**config.mk**
```make
export PLATFORM = sky130hd
export DESIGN_NAME = ram_sp_init_flat
export DESIGN_NICKNAME = d
export VERILOG_FILES = /design/src/rtl/ram_sp_init_if.sv /design/src/rtl/ram_sp_init.sv /design/src/flat_wrapper.sv
export SDC_FILE = /design/constraint.sdc
export NUM_CORES = 1
export LEC_CHECK = 0
export BUFFER_PORTS_ARGS = -buffer_cell sky130_fd_sc_hd__buf_2
export CORE_UTILIZATION = 50
export DETAILED_ROUTE_END_ITERATION = 8
export GPL_TIMING_DRIVEN = 0
export MAX_ROUTING_LAYER = met4
export PLACE_DENSITY = 0.66
export REMOVE_ABC_BUFFERS = 1
export SYNTH_ARGS = -nofsm -noshare
export SYNTH_HDL_FRONTEND = slang
export SYNTH_SLANG_ARGS = --single-unit
```
**constraint.sdc**
```tcl
create_clock -name clk -period 3.68 [get_ports clk]
set_input_delay 0.552 -clock clk [delete_from_list [all_inputs] [get_ports clk]]
set_output_delay 0.552 -clock clk [all_outputs]
set_load 0.03 [all_outputs]
```
**src/rtl/ram_sp_init_if.sv**
```systemverilog
// Access bus for ram_sp_init: req/ready handshake, byte-enable writes, clear/init status and read return.
interface ram_sp_init_if #(
    parameter int DATA_W = 8,
    parameter int ADDR_W = 6
);
    logic                clr;
    logic                req;
    logic                we;
    logic [ADDR_W-1:0]   addr;
    logic [DATA_W-1:0]   wdata;
    logic [DATA_W/8-1:0] be;
    logic                ready;
    logic                init_done;
    logic [DATA_W-1:0]   rdata;
    logic                rvalid;

    modport master (
        output clr, req, we, addr, wdata, be,
        input  ready, init_done, rdata, rvalid
    );

    modport slave (
        input  clr, req, we, addr, wdata, be,
        output ready, init_done, rdata, rvalid
    );
endinterface

```
**src/rtl/ram_sp_init.sv**
```systemverilog
// Parametrised single-port RAM with byte enables, registered read and a hardware init sweep.
// Define RAM_OUT_REG_EN to add an output register stage (read latency 2 instead of 1).
module ram_sp_init #(
    parameter int                DATA_W   = 8,
    parameter int                ADDR_W   = 6,
    parameter logic [DATA_W-1:0] INIT_VAL = '0
) (
    input logic          clk,
    input logic          rst_n,
    ram_sp_init_if.slave bus
);
    localparam int DEPTH  = 2 ** ADDR_W;
    localparam int NBYTES = DATA_W / 8;

    typedef enum logic {INIT, RUN} state_t;

    state_t            state_q;
    logic [ADDR_W-1:0] cnt_q;
    logic              ready_q;
    logic              init_done_q;
    logic              rvalid_q;
    logic [DATA_W-1:0] rdata_q;
    logic [DATA_W-1:0] mem [DEPTH];

    logic accept;
    logic rd_accept;
    logic wr_accept;

    assign accept    = bus.req && ready_q;
    assign rd_accept = accept && !bus.we;
    assign wr_accept = accept && bus.we;

    // The array is not reset; during INIT the sweep owns the single write port.
    always_ff @(posedge clk) begin
        if (state_q == INIT) begin
            mem[cnt_q] <= INIT_VAL;
        end else if (wr_accept) begin
            for (int i = 0; i < NBYTES; i++) begin
                if (bus.be[i]) begin
                    mem[bus.addr][8*i +: 8] <= bus.wdata[8*i +: 8];
                end
            end
        end
    end

    always_ff @(posedge clk or negedge rst_n) begin
        if (!rst_n) begin
            state_q     <= INIT;
            cnt_q       <= '0;
            ready_q     <= 1'b0;
            init_done_q <= 1'b0;
            rvalid_q    <= 1'b0;
            rdata_q     <= '0;
        end else begin
            rvalid_q <= rd_accept;
            if (rd_accept) begin
                rdata_q <= mem[bus.addr];
            end
            case (state_q)
                INIT: begin
                    if (bus.clr) begin
                        cnt_q <= '0;
                    end else if (cnt_q == ADDR_W'(DEPTH - 1)) begin
                        state_q     <= RUN;
                        cnt_q       <= '0;
                        ready_q     <= 1'b1;
                        init_done_q <= 1'b1;
                    end else begin
                        cnt_q <= cnt_q + 1'b1;
                    end
                end
                RUN: begin
                    // A request accepted alongside clr still completes; the sweep overwrites it later.
                    if (bus.clr) begin
                        state_q     <= INIT;
                        cnt_q       <= '0;
                        ready_q     <= 1'b0;
                        init_done_q <= 1'b0;
                    end
                end
                default: begin
                    state_q <= INIT;
                    cnt_q   <= '0;
                end
            endcase
        end
    end

    assign bus.ready     = ready_q;
    assign bus.init_done = init_done_q;

`ifdef RAM_OUT_REG_EN
    logic              rvalid_out_q;
    logic [DATA_W-1:0] rdata_out_q;

    // Extra pipeline stage: only rst_n flushes it, clr lets in-flight reads drain.
    always_ff @(posedge clk or negedge rst_n) begin
        if (!rst_n) begin
            rvalid_out_q <= 1'b0;
            rdata_out_q  <= '0;
        end else begin
            rvalid_out_q <= rvalid_q;
            rdata_out_q  <= rdata_q;
        end
    end

    assign bus.rvalid = rvalid_out_q;
    assign bus.rdata  = rdata_out_q;
`else
    assign bus.rvalid = rvalid_q;
    assign bus.rdata  = rdata_q;
`endif
endmodule

```
**src/flat_wrapper.sv**
```systemverilog
// flat-port wrapper written by rule: the top's interface ports become plain ports
module ram_sp_init_flat 
#(
    parameter int                DATA_W   = 8,
    parameter int                ADDR_W   = 6,
    parameter logic [DATA_W-1:0] INIT_VAL = '0
)
  (clk, rst_n, bus_clr, bus_req, bus_we, bus_addr, bus_wdata, bus_be, bus_ready, bus_init_done, bus_rdata, bus_rvalid);
  ram_sp_init_if #(.DATA_W(DATA_W), .ADDR_W(ADDR_W)) bus_i ();
  input logic clk;
  input logic rst_n;
  input wire logic [$bits(bus_i.clr)-1:0] bus_clr;
  input wire logic [$bits(bus_i.req)-1:0] bus_req;
  input wire logic [$bits(bus_i.we)-1:0] bus_we;
  input wire logic [$bits(bus_i.addr)-1:0] bus_addr;
  input wire logic [$bits(bus_i.wdata)-1:0] bus_wdata;
  input wire logic [$bits(bus_i.be)-1:0] bus_be;
  output wire logic [$bits(bus_i.ready)-1:0] bus_ready;
  output wire logic [$bits(bus_i.init_done)-1:0] bus_init_done;
  output wire logic [$bits(bus_i.rdata)-1:0] bus_rdata;
  output wire logic [$bits(bus_i.rvalid)-1:0] bus_rvalid;
  assign bus_i.clr = bus_clr;
  assign bus_i.req = bus_req;
  assign bus_i.we = bus_we;
  assign bus_i.addr = bus_addr;
  assign bus_i.wdata = bus_wdata;
  assign bus_i.be = bus_be;
  assign bus_ready = bus_i.ready;
  assign bus_init_done = bus_i.init_done;
  assign bus_rdata = bus_i.rdata;
  assign bus_rvalid = bus_i.rvalid;
  ram_sp_init #(.DATA_W(DATA_W), .ADDR_W(ADDR_W), .INIT_VAL(INIT_VAL)) u_core (.clk(clk), .rst_n(rst_n), .bus(bus_i));
endmodule
```
* Word level (Yosys, flattened, before mapping)
Memory sizes are Yosys's and may differ from the RTL's. A register that Yosys moved wholly into a read port is not among the register bits.
Cells that the tools add are included.
** Storage, ports and cells
- Word-level logic and storage cells :: 38
- Memories kept :: 1
- Flip-flop bits (word level) :: 9
- Input bits :: 20
- Output and inout port bits :: 11
- Bits in writable memories :: 512
** Memory list
- u_core.mem :: words 64, bits a word 8, read ports 1, clocked after memory_dff 1, wr ports 1, RTL line ram_sp_init.sv:23 : logic [DATA_W-1:0] mem [DEPTH];
** Cells by class
- Reductions and logical operators :: 7
- Mux-type cells :: 20
- Add/sub/neg operators :: 1
- Eq/ne operators :: 4
- Bitwise logic cells :: 1
** Operator list (count)
- $mux W6 :: 4
- $mux W1 :: 12
- $pmux W6 S2 :: 1
- $mux W8 :: 1
- $reduce_or A8 Y1 :: 1
- $add A6 B1 Y6 const B :: 1
- $eq A6 B6 Y1 const B :: 1
- $ne A2 B2 Y1 const B :: 3
- $pmux W1 S2 :: 2
- $logic_and A1 B1 Y1 :: 3
- $reduce_and A3 Y1 :: 1
- $logic_not A1 Y1 :: 2
- $not A1 Y1 :: 1

* Depth between registers and ports, before layout
Gate-level depths: netlist of the first run.
- Word-level depth :: 7
- Gate-level depth with buffers :: 9
- Gate-level depth less buffers :: 7

* Worst setup path before layout of the first run
Ideal clock, no wire load.
- Path type :: input to register
- Start :: input bus_addr[0]
- End :: memory u_core.mem[55][0], enable pin
- Setup time :: 0.370 ns
- Setup slack :: 1.076 ns
- Arrival time :: 2.234 ns
- Stages on the path :: 9
- Path buffers :: 5
- Required time :: 3.310 ns
- Cell sequence :: buf_6 > buf_6 > buf_4 > buf_4 > buf_4 > nand2_1 > o21ai_0 > nand2_1 > nor2_1
** Between the ends
- Cells in the longest elaborated chain, start to end :: 1
** Ends and longest elaborated chain
- from (decl) :: RTL line flat_wrapper.sv:15 : input wire logic [$bits(bus_i.addr)-1:0] bus_addr;
- $mux W6 (no source line)
- to (decl) :: RTL line ram_sp_init.sv:23
Every way passes these cells.

* Final worst setup path of the first run
- Start :: register u_core.state_q
- End :: memory u_core.mem[57][2], enable pin
** Between the ends
- Cells in the longest elaborated chain, start to end :: 4
- Elaborated cells between the ends (all ways) :: 6
- Classes of those cells :: 5 x mux; 1 x reduce/logical
** Ends and longest elaborated chain
- from (decl) :: RTL line ram_sp_init.sv:17 : state_t state_q;
- from (signal assigned) :: RTL line ram_sp_init.sv:48 : state_q <= INIT;
- from (signal assigned) :: RTL line ram_sp_init.sv:64 : state_q <= RUN;
- from (signal assigned) :: RTL line ram_sp_init.sv:75 : state_q <= INIT;
- $mux W1 :: RTL line ram_sp_init.sv:35 : if (state_q == INIT) begin
- $mux W1 (not written as such) :: RTL line ram_sp_init.sv:40 : mem[bus.addr][8*i +: 8] <= bus.wdata[8*i +: 8];
- $reduce_or A8 Y1 (no source line)
- $mux W6 (no source line) or $mux W1 (tied branches)
Several ways; a longest one is shown, not always the timed one.

==> run summary, run 1 <==
hpwl dp = 26150 um
io pins = 31
Worst EP arrival = 3670 ps
area leader, netlist = edfxtp_1
DR WL/cell = 24.91 um
total gr overflow = 0
first-pass GRT wire length = 62620 um
Reg-to-Reg End = u_core.mem[57][2]$_DFFE_PP_
Nets = 1140
Post-CTS Repair Setup Buffers = 0
Core Area = 0.04111 mm^2
Startpoint Class = flip-flop
setup violators final = 0
Final Hold Viols = 0
maximum clock path buffer count = 3
hold slack = 258.4 ps
Syn Std Cell Area = 0.02097 mm^2
TritonRoute pass-1 iters = 5
Yosys reg bits = 529
worst relative slew slack = 26.49%
Reg2Reg Setup Slack = 200 ps
CTS root buffer = clkbuf_16
Vias = 10023
Buffers on Ports = 30
max-slew violation total from the final report = 0
max-cap violations = 0
fin cells = 1694
Worst Hold Depth = 2
initial antenna violation count = 1
hold crit path type = input pin to flip-flop
EDFF count, synth = 512
TritonCTS clock tree = built
Worst VDD drop = 0.3773 mV
part of the Yosys area used for sequential elements = 75.36%
RR Startpoint = u_core.state_q$_DFF_PN0_
row cnt = 74
Syn. warnings = 0
Hold Path End = u_core.cnt_q[0]$_DFFE_PN0P_
vias per cell = 5.917
Required @ worst endpoint = 3870 ps
Final Cycle Share = 94.65%
Worst-Skew Late Latency = 580 ps
Num CTS Buffers = 52
Die Area = 0.04276 mm^2
most frequent cells in the layout = edfxtp_1 (512), mux2i_1 (124), nor2_1 (76)
Final Skew = 10.54 ps
area delta synth->final = 11.13%
kind of critical path = flip-flop to flip-flop
initial DRC count = 814
Primary FF master, synth = edfxtp_1
Final ANT Viol Nets = 0
worst hold start = bus_clr
final wirelength = 42200 um
Critical Path Sink Type = flip-flop
Netlist cell types = 42
Synth Instances = 1086
most common cell after layout, fill and taps aside = edfxtp_1
status = completed
fraction of layout cells with a size suffix above 1 = 17.74%
CP Launch Point = u_core.state_q$_DFF_PN0_
Worst Tran Pin Value = 1100 ps
Tot GR Track Use = 20.96%
die width = 206.8 um
ys async rst share = 3.214%
area share of the leading cell type in the synthesized netlist = 73.33%
number of global-route vias before repair = 9943
Final min period = 3483 ps
unrepaired setup endpoints after global routing = false
R2R cell count = 6
largest net degree at the start of global routing = 92
clk sinks = 529
syn_area_per_cell = 19.31 um^2
Fill cells = 3109
synth top area cells = edfxtp_1 (73%), mux4_2 (6.2%), mux2i_1 (5.9%)
H-Tree Depth = 2
placed cell count = 1596
Static Leak = 0.008687 uW
fmax = 287.1 MHz
Die Span Y = 206.8 um
CTS clk-pin slew, worst paths = 60 ps
Initial Util = 51.00%
pwr dens = 517.3 mW/mm^2
residual DRC count = 0
GP Congestion = 0.8634
worst-path maximum fanout = 18
## repair_timing
item / CTS / global route
endpoints found under the setup margin: 218 / 8
resized for setup: 2 / 1
hold endpoints to repair: 17 / 0
hold buffers: 1 / 0
## synthesized netlist by cell type (7+ instances only)
cell	n
a22oi_1	16
nand2_1	31
a211oi_1	7
mux2i_1	124
a221oi_1	32
dfrtp_1	17
nand3_1	7
mux4_2	58
o21ai_1	7
and2_1	10
edfxtp_1	512
a32o_1	8
buf_4	11
mux4_1	14
mux2_2	23
buf_6	7
o22ai_1	17
nor2_1	78
buf_2	10
a21oi_1	7
clkbuf_1	26
a22o_1	16
## worst max path at each step
stage                                        endpoint  slack (ps)  cells past startpoint
after floorplan           u_core.mem[21][0]$_DFFE_PP_         860                      5
after global routing      u_core.mem[57][3]$_DFFE_PP_          10                      6
after CTS                 u_core.mem[59][3]$_DFFE_PP_         190                      6
final                     u_core.mem[57][2]$_DFFE_PP_         200                      6
after detailed placement  u_core.mem[45][2]$_DFFE_PP_        -670                      6
after global placement    u_core.mem[58][2]$_DFFE_PP_       -3600                      4
## metrics by stage
step / power [uW] / TNS, ps / instance area (um^2) / util [%] / setup slack, ps
after floorplan: 6974 / 0 / 20590 / - / 862.2
after global placement: 7243 / -2064240 / 21410 / 52.08 / -3596
after detailed placement: 7222 / -170260 / 21700 / 52.79 / -665.1
after CTS: 12120 / 0 / 23300 / 56.67 / 194.1
after global routing: 12380 / 0 / 23300 / 56.68 / 10.98
final: 12050 / 0 / 23300 / 56.68 / 196.7
## final cells by class
class	instances	area [um^2]	share of cell area, %
Antenna cell	1	2.502	0.01074
Clock buffer	79	1454	6.239
Clock inverter	17	127.6	0.5477
Inverter	4	15.01	0.06443
Multi-Input combinational cell	490	4812	20.65
Sequential cell	529	15800	67.81
Tap cell	532	665.6	2.857
Timing Repair Buffer	42	425.4	1.826
## where the power goes
group          total, uW  internal, uW  switching (uW)
Clock               4960          2850            2100
Combinational        510           188             322
Sequential          6590          6560            28.5
## kinds of logic (layout without fill, tap and decap cells)
group	after synthesis	in the layout	synth area share, %
and+or+nand+nor	143	143	2.942
xor gates and xnor gates	2	2	0.08356
other	0	1	0
adders and majority gates	1	1	0.05966
AOI/OAI and AO/OA	125	125	4.571
muxes	219	219	15.14
buffers and inverters	67	142	1.850
DFF	529	529	75.36
## registers in the layout, summed over array words and instances (netlist names)
signal and count:
u_core.bus.ready 1, u_core.bus.rdata 8, u_core.state_q 1, u_core.mem 512
u_core.bus.rvalid 1, u_core.cnt_q 6
## layer usage
layer / GRT usage (%) / up-vias / share of wire, %
met5: - / - / 0
met2: 31.64 / 292 / 47
met1: 29.51 / 5153 / 45
li1: - / 4508 / -
met3: 3.972 / 70 / 5.8
met4: 5.527 / 0 / 2.1
## critical path, stage by stage (launching register included)
cell and delay (ps):
dfrtp_1 560, and3_1 230, nor2b_2 630, nand2_1 100, o21ai_0 180, nand2_1 470, nor2_1 910
Note: power is estimated with default switching activity, not from simulation.
==> inputs of run 2 (changes only) <==
Settings changed: CORE_MARGIN set to 1.5, CORE_UTILIZATION 50 to 25, PLACE_DENSITY 0.66 to not set.
==> run 2 against run 1 <==
Compared with the run above:
- sequential power about the same
- routed wire length up 7.7%
- worst hold slack worse by 24 ps
- die area up 100%
- non-clock buffer count unchanged
- critical path depth down 1
- critical path type unchanged
- highest routed layer unchanged
==> run summary, run 2 (same netlist as run 1, synthesis figures left out) <==
status = completed
number of global-route vias before repair = 10486 (+5.5%)
CTS clk-pin slew, worst paths = 60 ps (about the same)
slowest stage delay, CP = 850 ps (-60 ps)
Final ANT Viol Nets = 0 (unchanged)
Final min period = 3579 ps (+96.19 ps)
Tot Pwr = 12640 uW (+4.9%)
residual DRC count = 0 (unchanged)
Buffers on Ports = 30 (unchanged)
Reg-to-Reg End = u_core.mem[10][2]$_DFFE_PP_
hold crit path type = input pin to flip-flop
clk sinks = 529 (unchanged)
Reg2Reg Setup Slack = 100 ps (-100 ps)
maximum clock path buffer count = 3 (unchanged)
TritonCTS clock tree = built
hpwl dp = 28340 um (+8.4%)
unrepaired setup endpoints after global routing = true
most frequent cells in the layout = edfxtp_1 (512), mux2i_1 (124), mux4_2 (58)
Fill cells = 8092 (+160%)
Worst EP arrival = 3800 ps (+130 ps)
CTS root buffer = clkbuf_16
Tot GR Track Use = 10.91% (-10 points)
pwr dens = 520.5 mW/mm^2 (+0.62%)
largest net degree at the start of global routing = 97 (+5.4%)
GP Congestion = 0.7598 (-12%)
Required @ worst endpoint = 3900 ps (+30 ps)
Worst Tran Pin Value = 1059 ps (-41.28 ps)
Post-CTS Repair Setup Buffers = 0 (unchanged)
Vias = 10240 (+2.2%)
row cnt = 106 (+43%)
Final Skew = 36.77 ps (+26.24 ps)
total gr overflow = 0 (unchanged)
Initial Util = 25.17% (-26 points)
Die Area = 0.08562 mm^2 (+100%)
setup TNS = 0 ps (unchanged)
kind of critical path = flip-flop to flip-flop
Reg with most FFs = u_core.mem
Static Leak = 0.008787 uW (+1.1%)
TritonRoute pass-1 iters = 5 (unchanged)
slowest cell on the critical path = nor2_1
most common cell after layout, fill and taps aside = edfxtp_1
io pins = 31 (unchanged)
Hold Path End = u_core.cnt_q[1]$_DFFE_PN0P_
Startpoint Class = flip-flop
worst-path maximum fanout = 12 (-6)
Final Cycle Share = 97.27% (+2.6 points)
first-pass GRT wire length = 68190 um (+8.9%)
max-slew violation total from the final report = 0 (unchanged)
fin util = 29.17% (-28 points)
Die Span Y = 292.6 um (+42%)
R2R cell count = 5 (-1)
vias per cell = 4.565 (-23%)
Nets = 1141 (+0.088%)
final wirelength = 45450 um (+7.7%)
initial antenna violation count = 3 (+2)
die width = 292.6 um (+42%)
Worst Hold Depth = 2 (unchanged)
Core Area = 0.08329 mm^2 (+100%)
placed cell count = 2144 (+34%)
CP cell instances = and3_1 > nand3_1 > o22ai_1 > nand2_1 > nor2_1
area delta synth->final = 15.85%
worst relative slew slack = 29.40% (+2.9 points)
worst hold start = bus_clr
initial DRC count = 941 (+16%)
fmax = 279.4 MHz (-2.7%)
DR WL/cell = 20.26 um (-19%)
RR Startpoint = u_core.state_q$_DFF_PN0_
Num CTS Buffers = 53 (+1.9%)
Worst VDD drop = 0.3482 mV (-7.7%)
max-cap violations = 0 (unchanged)
setup violators final = 0 (unchanged)
max reg flops = 512 (unchanged)
Critical Path Sink Type = flip-flop
fraction of layout cells with a size suffix above 1 = 22.07% (+4.3 points)
Worst-Skew Late Latency = 600 ps (+20 ps)
H-Tree Depth = 2 (unchanged)
Final Hold Viols = 0 (unchanged)
fin cells = 2243 (+32%)
==> run 2: changes by cell type in the layout (fill, tap and decap cells not counted), sizes merged <==
| cell | previous run | this run |
|---|---|---|
| clkbuf | 79 | 57 |
| clkinv | 15 | 25 |
| bufinv | 2 | 9 |
| clkinvlp | 0 | 3 |
| diode | 1 | 3 |
| inv | 4 | 5 |
==> run 2: metrics by stage <==
step	hold slack, ps	instance area [um^2]	worst slack [ps]
global route	229.2	24290	-78.59
CTS	196.7	24250	-188.1
floorplan	256.4	20590	862.2
detailed placement	499.4	22390	-747.3
global placement	502.7	22100	-3735
finish	234.2	24290	100.6
==> run 2: timing repair <==
action / in CTS / in global routing
hold buffers: 1 / 0
endpoints found under the hold margin: 17 / 0
gates resized for setup: 25 / 12
pin swaps: 0 / 0
endpoints found under the setup margin: 351 / 429
==> run 2: worst max-delay path by stage <==
stage / from / endpoint / cells past startpoint
2_1_floorplan: bus_addr[2] / u_core.mem[21][0]$_DFFE_PP_ / 5
3_3_place_gp: bus_addr[0] / u_core.bus.rdata[7]$_DFFE_PN0P_ / 7
3_5_place_dp: bus_addr[2] / u_core.mem[61][0]$_DFFE_PP_ / 6
4_1_cts: u_core.state_q$_DFF_PN0_ / u_core.mem[59][7]$_DFFE_PP_ / 6
5_1_grt: u_core.state_q$_DFF_PN0_ / u_core.mem[10][3]$_DFFE_PP_ / 5
6_report: u_core.state_q$_DFF_PN0_ / u_core.mem[10][2]$_DFFE_PP_ / 5
==> run 2: metal layers <==
| metal | vias to the layer above | routed length (um) | share of wire, % | GRT usage [%] |
|---|---|---|---|---|
| met4 | 0 | 833 | 1.8 | 3.248 |
| li1 | 4529 | - | - | - |
| met5 | - | 0 | 0 | - |
| met1 | 5355 | 20830 | 46 | 14.92 |
| met3 | 64 | 2751 | 6.1 | 2.109 |
| met2 | 292 | 21030 | 46 | 16.44 |
==> run 2: worst max-delay path, delay by kind of cell, from the launching register on <==
kind	cells	cell delay [ps]
AO/OA/AOI/OAI	1	430
flip-flops	1	670
AND/OR/NAND/NOR	4	2080
==> run 2: final cells by class <==
class	count	area [um^2]	share of cell area [%]
Inverter	4	15.01	0.06181
Clock buffer	57	1363	5.609
Multi-Input combinational cell	490	4905	20.19
Sequential cell	529	15800	65.04
Timing Repair Buffer	42	425.4	1.751
Antenna cell	3	7.507	0.03090
Clock inverter	38	425.4	1.751
Tap cell	1080	1351	5.563
==> run 2: report_power, final <==
part | switching [uW] | internal [uW] | leakage, uW | total (uW)
sequential | 21.7 | 6560 | 0.00587 | 6580
clock | 2240 | 3300 | 0.000872 | 5540
combinational | 338 | 190 | 0.00204 | 528
total | 2600 | 10000 | 0.00879 | 12600
==> inputs of run 3 (changes only) <==
--- a/config.mk
+++ b/config.mk
@@ -9,4 +9,5 @@
 export CORE_MARGIN = 1.5
 export CORE_UTILIZATION = 25
+export CTS_BUF_LIST = sky130_fd_sc_hd__clkbuf_16
 export DETAILED_ROUTE_END_ITERATION = 8
 export GPL_TIMING_DRIVEN = 0
==> constraint.sdc (replaced) <==
create_clock -name clk -period 3.8 [get_ports clk]
set_input_delay 0.57 -clock clk [delete_from_list [all_inputs] [get_ports clk]]
set_output_delay 0.57 -clock clk [all_outputs]
set_load 0.02 [all_outputs]
==> run 3 against run 2 <==
Compared with the run above:
- worst hold slack improved by 17 ps
- register-to-register slack improved by 80 ps
- combinational power decreased by 5.5%
- critical endpoint unchanged
- sequential share of layout area increased by 0.12 points
- clock skew about the same
- flip-flop and latch count unchanged
- die area unchanged
==> run summary, run 3 (same netlist as run 1, synthesis figures left out) <==
status = completed
TritonCTS clock tree = built
Critical Path Sink Type = flip-flop
vias per cell = 4.550 (-0.34%)
Num CTS Buffers = 53 (unchanged)
initial antenna violation count = 3 (unchanged)
clk sinks = 529 (unchanged)
cell area after layout = 0.02425 mm^2 (-0.19%)
Final Skew = 37.07 ps (+0.3016 ps)
Vias = 10205 (-0.34%)
placed cell area = 0.02239 mm^2 (unchanged)
setup TNS = 0 ps (unchanged)
R2R cell count = 5 (unchanged)
Static Leak = 0.008802 uW (+0.17%)
die width = 292.6 um (unchanged)
Worst Tran Pin Value = 1055 ps (-4.330 ps)
first-pass GRT wire length = 68120 um (-0.10%)
TritonRoute pass-1 iters = 5 (unchanged)
final worst slack = 182.8 ps (+82.27 ps)
fmax = 276.5 MHz (-1.0%)
worst hold start = bus_clr
max-cap violations = 0 (unchanged)
pwr dens = 504.0 mW/mm^2 (-3.2%)
Core Area = 0.08329 mm^2 (unchanged)
hold crit path type = input pin to flip-flop
max-slew violation total from the final report = 0 (unchanged)
final wirelength = 45500 um (+0.12%)
Reg2Reg Setup Slack = 180 ps (+80 ps)
worst relative slew slack = 29.68% (+0.29 points)
largest net degree at the start of global routing = 97 (unchanged)
RR Startpoint = u_core.state_q$_DFF_PN0_
Die Span Y = 292.6 um (unchanged)
Reg-to-Reg End = u_core.mem[10][2]$_DFFE_PP_
unrepaired setup endpoints after global routing = false
max reg flops = 512 (unchanged)
Startpoint Class = flip-flop
setup violators final = 0 (unchanged)
Buffers on Ports = 30 (unchanged)
Worst VDD drop = 0.3376 mV (-3.0%)
worst-path maximum fanout = 12 (unchanged)
Final ANT Viol Nets = 0 (unchanged)
hpwl dp = 28340 um (unchanged)
DR WL/cell = 20.29 um (+0.12%)
Die Area = 0.08562 mm^2 (unchanged)
Tot Pwr = 12220 uW (-3.3%)
most frequent cells in the layout = edfxtp_1 (512), mux2i_1 (124), nor2_1 (60)
Worst-Skew Late Latency = 600 ps (about the same)
H-Tree Depth = 2 (unchanged)
Tot GR Track Use = 10.90% (about the same)
Worst Hold Depth = 2 (unchanged)
CTS clk-pin slew, worst paths = 60 ps (about the same)
number of global-route vias before repair = 10448 (-0.36%)
kind of critical path = flip-flop to flip-flop
area delta synth->final = 15.64%
maximum clock path buffer count = 3 (unchanged)
pre-CTS worst setup slack = -645.3 ps (+102.0 ps)
Final Hold Viols = 0 (unchanged)
most common cell after layout, fill and taps aside = edfxtp_1
Final Cycle Share = 95.19% (-2.1 points)
Hold Path End = u_core.cnt_q[2]$_DFFE_PN0P_
initial DRC count = 946 (+0.53%)
GP Congestion = 0.7598 (unchanged)
io pins = 31 (unchanged)
Initial Util = 25.17% (unchanged)
row cnt = 106 (unchanged)
residual DRC count = 0 (unchanged)
Nets = 1141 (unchanged)
Worst EP arrival = 3840 ps (+40 ps)
fraction of layout cells with a size suffix above 1 = 20.52% (-1.6 points)
Final min period = 3617 ps (+37.73 ps)
Reg with most FFs = u_core.mem
total gr overflow = 0 (unchanged)
Required @ worst endpoint = 4020 ps (+120 ps)
CTS root buffer = clkbuf_16
[run 3: cell count changes in the layout (fill, tap and decap cells not counted), sizes merged]
| cell | change |
|---|---|
| clkbuf | -3 |
| inv | +3 |
[run 3: worst max path at each step]
stage                             start                              end  slack (ps)  cells after the start
3_3_place_gp                bus_addr[0]  u_core.bus.rdata[7]$_DFFE_PN0P_       -3630                      7
3_5_place_dp                bus_addr[2]      u_core.mem[61][0]$_DFFE_PP_        -650                      6
6_report       u_core.state_q$_DFF_PN0_      u_core.mem[10][2]$_DFFE_PP_         180                      5
5_1_grt        u_core.state_q$_DFF_PN0_      u_core.mem[10][3]$_DFFE_PP_          40                      5
2_1_floorplan               bus_addr[2]      u_core.mem[21][0]$_DFFE_PP_         960                      5
4_1_cts        u_core.state_q$_DFF_PN0_      u_core.mem[59][7]$_DFFE_PP_         -70                      6
[run 3: final cells by class]
class,count,area (um^2)
sequential,529,15800
fill,8098,59040
timing repair buffer,42,425.4
tap,1080,1351
antenna,3,7.507
multi-input combinational,490,4860
clock inverter,41,436.7
inverter,4,15.01
clock buffer,54,1351
[run 3: worst max-delay path, stage by stage (launching register included)]
cell,delay (ps)
dfrtp_1,680
and3_1,250
nand3_1,410
o22ai_1,420
nand2_1,590
nor2_1,860
[run 3: per-layer routing]
layer	up-vias	part of all wire (%)	global-route usage, %
met2	273	47	16.42
met1	5349	46	14.97
met5	-	0	-
met4	0	1.8	3.248
met3	63	5.4	2.026
li1	4520	-	-
[run 3: stage by stage]
stage                     utilization [%]  cells  hold slack (ps)
after floorplan                         -   1023            274.4
after global placement              26.53   2133            502.7
after detailed placement            26.88   2144            499.4
after CTS                           29.05   2240            214.7
after global routing                29.11   2243            241.5
final                               29.11   2243            250.8
[run 3: power breakdown]
part	total (uW)	internal, uW	switching (uW)
registers	6370	6350	21.4
clock network	5350	3180	2160
logic	499	184	315
total	12200	9720	2500
[run 3: timing repair]
| action | in CTS | in global routing |
|---|---|---|
| hold endpoints to repair | 17 | 0 |
| hold buffers | 1 | 0 |
| gates resized for setup | 1 | 18 |
| endpoints found under the setup margin | 57 | 290 |
| buffers inserted | 0 | 0 |
